===== src/rtl/riscv_pkg.sv =====
// riscv_pkg: immediate format encoding shared with the decode-stage sign extender,
// plus the representable range of each immediate format.
package riscv_pkg;
   typedef enum logic [1:0] {
      IMM_I = 2'b00,
      IMM_S = 2'b01,
      IMM_B = 2'b10,
      IMM_J = 2'b11
   } imm_src_t;
   localparam int IMM_IS_MIN = -2048;
   localparam int IMM_IS_MAX = 2047;
   localparam int IMM_B_MIN = -4096;
   localparam int IMM_B_MAX = 4094;
   localparam int IMM_J_MIN = -1048576;
   localparam int IMM_J_MAX = 1048574;
endpackage


===== src/rtl/skid_buffer.sv =====
// skid_buffer: output register plus one skid entry; in_ready depends only on
// registered state, so upstream never sees a combinational path from out_ready.
module skid_buffer #(
   parameter int W = 33
) (
   input  logic         clk,
   input  logic         reset_n,
   input  logic         in_valid,
   output logic         in_ready,
   input  logic [W-1:0] in_data,
   output logic         out_valid,
   input  logic         out_ready,
   output logic [W-1:0] out_data
);
   typedef enum logic [1:0] {EMPTY, ONE, FULL} state_t;
   state_t state, state_nx;
   logic [W-1:0] skid;
   logic push, pop;
   assign in_ready = state != FULL;
   assign out_valid = state != EMPTY;
   assign push = in_valid && in_ready;
   assign pop = out_valid && out_ready;
   always_comb begin
      state_nx = state;
      case (state)
         EMPTY: state_nx = push ? ONE : EMPTY;
         ONE: state_nx = push && !pop ? FULL : !push && pop ? EMPTY : ONE;
         FULL: state_nx = pop ? ONE : FULL;
         default: state_nx = EMPTY;
      endcase
   end
   always_ff @(posedge clk or negedge reset_n) begin
      if (!reset_n) begin
         state <= EMPTY;
         out_data <= '0;
         skid <= '0;
      end else begin
         state <= state_nx;
         if (state == FULL && pop) out_data <= skid;
         else if (push && (state == EMPTY || pop)) out_data <= in_data;
         if (state == ONE && push && !pop) skid <= in_data;
      end
   end
endmodule


===== src/rtl/instr_imm_encoder.sv =====
// instr_imm_encoder: scatters a signed immediate into RISC-V I/S/B/J fields of a
// template, flags unrepresentable/misaligned immediates, and counts errors.
module instr_imm_encoder
   import riscv_pkg::*;
#(
   parameter int CNT_WIDTH = 16
) (
   input  logic                 clk,
   input  logic                 reset_n,
   input  logic                 in_valid,
   output logic                 in_ready,
   input  logic [31:0]          in_templ,
   input  logic [31:0]          in_imm,
   input  logic [1:0]           in_ImmSrc,
   output logic                 out_valid,
   input  logic                 out_ready,
   output logic [31:0]          out_instr,
   output logic                 out_err,
   output logic [CNT_WIDTH-1:0] err_count,
   input  logic                 err_count_clr
);
   imm_src_t src;
   logic signed [31:0] simm;
   logic [31:0] enc;
   logic err, accept;
   logic [32:0] result;
   assign src = imm_src_t'(in_ImmSrc);
   assign simm = in_imm;
   assign enc = src == IMM_I ? {in_imm[11:0], in_templ[19:0]} :
                src == IMM_S ? {in_imm[11:5], in_templ[24:12], in_imm[4:0], in_templ[6:0]} :
                src == IMM_B ? {in_imm[12], in_imm[10:5], in_templ[24:12], in_imm[4:1], in_imm[11], in_templ[6:0]} :
                               {in_imm[20], in_imm[10:1], in_imm[11], in_imm[19:12], in_templ[11:0]};
   // B and J offsets are in halfwords, so bit 0 must be clear
   assign err = src == IMM_B ? (simm < IMM_B_MIN || simm > IMM_B_MAX || in_imm[0]) :
                src == IMM_J ? (simm < IMM_J_MIN || simm > IMM_J_MAX || in_imm[0]) :
                               (simm < IMM_IS_MIN || simm > IMM_IS_MAX);
   assign accept = in_valid && in_ready;
   always_ff @(posedge clk or negedge reset_n) begin
      if (!reset_n) err_count <= '0;
      else if (err_count_clr) err_count <= '0;
      else if (accept && err && err_count != '1) err_count <= err_count + CNT_WIDTH'(1);
   end
   skid_buffer #(.W(33)) u_skid (
      .clk(clk),
      .reset_n(reset_n),
      .in_valid(in_valid),
      .in_ready(in_ready),
      .in_data({err, enc}),
      .out_valid(out_valid),
      .out_ready(out_ready),
      .out_data(result)
   );
   assign out_err = result[32];
   assign out_instr = result[31:0];
endmodule


===== config.mk =====
export PLATFORM = sky130hd
export DESIGN_NAME = instr_imm_encoder
export DESIGN_NICKNAME = d
export VERILOG_FILES = /design/src/rtl/riscv_pkg.sv /design/src/rtl/skid_buffer.sv /design/src/rtl/instr_imm_encoder.sv
export SDC_FILE = /design/constraint.sdc
export NUM_CORES = 1
export LEC_CHECK = 0
export BUFFER_PORTS_ARGS = -buffer_cell sky130_fd_sc_hd__buf_4
export CORE_ASPECT_RATIO = 0.9
export CORE_MARGIN = 1
export CORE_UTILIZATION = 35
export CTS_CLUSTER_SIZE = 24
export DETAILED_ROUTE_END_ITERATION = 10
export GPL_TIMING_DRIVEN = 0
export PLACE_DENSITY = 0.66
export SYNTH_ARGS = -nofsm -noshare
export SYNTH_HDL_FRONTEND = slang
export SYNTH_SLANG_ARGS = --single-unit

===== constraint.sdc =====
create_clock -name clk -period 2.5 [get_ports clk]
set_clock_uncertainty 0.2 [all_clocks]
set_input_delay 0.5 -clock clk [delete_from_list [all_inputs] [get_ports clk]]
set_output_delay 0.5 -clock clk [all_outputs]
set_load 0.01 [all_outputs]

==> results_dict.tcl <==
set metrics [dict create \
    crit_path_start_kind "input port" \
    num_vias 3737 \
    grt_max_degree 85 \
    min_path_type "input port to async pin" \
    synth_area_per_cell_um2 9.79 \
    grt_first_pass_wirelength_mm 18.8 \
    critPathMaxFanout 9 \
    rsz0062_at_grt "false" \
    die_h_um 106 \
    maxSlewHeadroom_pct 27.2 \
    setup_slack_ns 0.0904 \
    leakagePower_uw 0.00263 \
    clk_path_buf_depth 2 \
    place_area_mm2 0.00528 \
    holdBufCountCts 0 \
    die_area_mm2 0.0124 \
    ir_drop_mv 0.427 \
    syn2layout_area_growth_pct 35.2 \
    synth-seq-area-share_pct 50.0 \
    fin_nets 632 \
    drt-pass1-iter-count 5 \
    ys.flop_type "dfrtp_1" \
    yosysWarnings 0 \
    place_congestion 0.795 \
    power_uw 5460 \
    period_minus_slack_ns 2.41 \
    max_slew.worst_pin.slew_ns 1.09 \
    synthCells 429 \
    power.density_mw_per_mm2 962 \
    port_buffers 114 \
    ioPinCount 122 \
    via_per_inst 5.19 \
    critical_path_arrival_ns 2.43 \
    wl_per_cell_um 16.3 \
    grt_use_met1_pct 24.6 \
    clock_latency_ns 0.34 \
    ys_types 40 \
    dp_hpwl_mm 8.49 \
    htreeDepth 3 \
    wirelength_mm 11.7 \
    cts_tree "built" \
    clock_sinks 84 \
    core_mm2 0.0116 \
    end_kind "flip-flop" \
    drtIter0Drc 173 \
    drv_cap 0 \
    grt.met3_usage_pct 4.29 \
    place_ws_ns -0.517 \
    ys_top_cells_by_area "dfrtp_1 50%, mux2i_1 9.1%, a21oi_1 7.4%" \
    slew_violations 0 \
    synth_top_area_cell "dfrtp_1" \
    cp_slowest_stage_delay_ns 0.52 \
    crit_path_top_delay_cell "or4_4" \
    detail-route-antenna-nets 0 \
    required_ns 2.52 \
    antenna_cells 0 \
    drc_errors 0 \
    grt_pass1_vias 3744 \
    die_x_um 117 \
    period_share_pct 96.4 \
    drive_gt1_share_pct 31.2 \
    grt.met2_usage_pct 32.6 \
    cts_root_buf "clkbuf_16" \
    path_class "input port to flip-flop" \
    grt_busiest_layer "met2" \
    cts_buffers 9 \
    gr-usage-all-layers_pct 19.2 \
    synth_top_area_share_pct 50.0 \
    grt-ovfl-total 0 \
    outcome "completed" \
    rows 37 \
    path_clk_slew_ns 0.07 \
    syn_nets 502 \
    tns_ns 0 \
    syn-cell-area_mm2 0.00420 \
    timing.fmax_mhz 415 \
    timing_hold_violations_final 0 \
    grt_antenna_before_repair 0 \
    placed_cells 699 \
    ys_ff_latch 84 \
    synth_edf_count 0 \
    fin_cells 720 \
    async_flop_share_pct 100 \
    setup_viol 0 \
    crit_path_cell_trace "buf_4 > nor4_4 > nand4_1 > or4_4 > a32oi_4 > buf_6 > nor4_1 > mux2_1" \
    fin_area_mm2 0.00568 \
    initial_utilization_pct 36.3 \
]
==> where the power goes <==
| group | total, uW | internal (uW) | switching, uW |
|---|---|---|---|
| registers | 2210 | 1910 | 297 |
| logic | 1880 | 908 | 974 |
| clock network | 1370 | 788 | 583 |
==> per-layer routing <==
layer	routed length, um	vias up
li1	-	1795
met1	5210	1830
met2	5850	106
met3	558	6
met4	91	0
met5	0	-
==> synthesized netlist by cell type, types with 2 or more instances <==
cell type and count:
or4_1 8, mux2_4 2, o21ai_0 21, dfrtp_1 84, o22ai_1 2, nand2_1 26
clkbuf_1 18, nand3_1 6, mux2i_1 38, buf_6 2, mux2_1 3, nand3b_1 2
o31ai_1 6, nor3_1 4, mux2_2 17, a21oi_1 62, a211oi_1 2, or3_1 6
buf_1 6, nor2b_1 8, ha_1 2, nor4_2 3, nor2_1 61, inv_1 5
nand4_1 12, nor4_1 6, nand2b_1 4
==> sequential cells by signal, summed over array words and instances, names as in the netlist <==
register         cells
u_skid.out_data     33
u_skid.skid         33
err_count           16
u_skid.state         2
==> worst max-delay path, delay by kind of cell <==
| kind | cells | cell delay [ns] |
|---|---|---|
| AND/OR/NAND/NOR | 4 | 1.07 |
| multiplexers | 1 | 0.32 |
| buffers and inverters | 2 | 0.31 |
| AO/OA/AOI/OAI | 1 | 0.24 |
==> cell type report <==
cell class	instances	area, um2
sequential	84	2100
clock buffer	9	225
inverter	5	18.8
multi-input combinational	313	2030
tap	156	195
fill	1152	5890
clock inverter	7	81.3
timing repair buffer	120	901
buffer	26	128
==> cell usage in the layout, fill, tap and decap left out, types with 4 or more instances in the layout <==
cell	count
a21oi_1	62
buf_4	120
clkbuf_1	14
clkbuf_16	9
clkbuf_2	4
dfrtp_1	84
inv_1	5
mux2_2	17
mux2i_1	38
nand2_1	25
nand2b_1	4
nand3_1	6
nand4_1	12
nor2_1	61
nor2b_1	8
nor3_1	4
nor4_1	6
o21ai_0	21
o31ai_1	6
or3_1	5
or4_1	7
==> path summary, 6_finish.rpt <==
check                                from              end  slack [ns]  depth (start not counted)
max                            in_imm[24]    err_count[10]        0.09                          8
min in group clk               in_imm[10]  u_skid.skid[30]        0.20                          2
min reg2reg                u_skid.skid[5]   u_skid.skid[5]        0.31                          1
min                               reset_n  u_skid.skid[25]        0.13                          1
max reg2reg                  err_count[0]    err_count[13]        0.10                          8
max in group asynchronous         reset_n  u_skid.state[1]        1.23                          1
==> metrics by stage <==
step	hold WS [ns]	util [%]
floorplan	0.00441	-
global placement	0.288	45.6
detailed placement	0.295	45.6
CTS	0.192	48.7
global route	0.189	49.1
finish	0.130	49.1
==> repair_timing <==
action / 4_1_cts / 5_1_grt
pin swaps: 2 / 2
buffers inserted: 3 / 3
resized for setup: 8 / 12
endpoints found under the setup margin: 18 / 30
hold endpoints to repair: 0 / 0
==> kinds of logic after synthesis <==
kind of cell | Yosys count | share of synthesized area (%)
flip-flops | 84 | 50.0
AND/OR/NAND/NOR | 152 | 18.1
XOR/XNOR | 2 | 0.417
adder cells (fa/ha/maj) | 2 | 0.596
multiplexers | 60 | 15.1
buffers and inverters | 32 | 3.25
AO/OA/AOI/OAI | 97 | 12.5
Power figures use the tool's default switching activity.
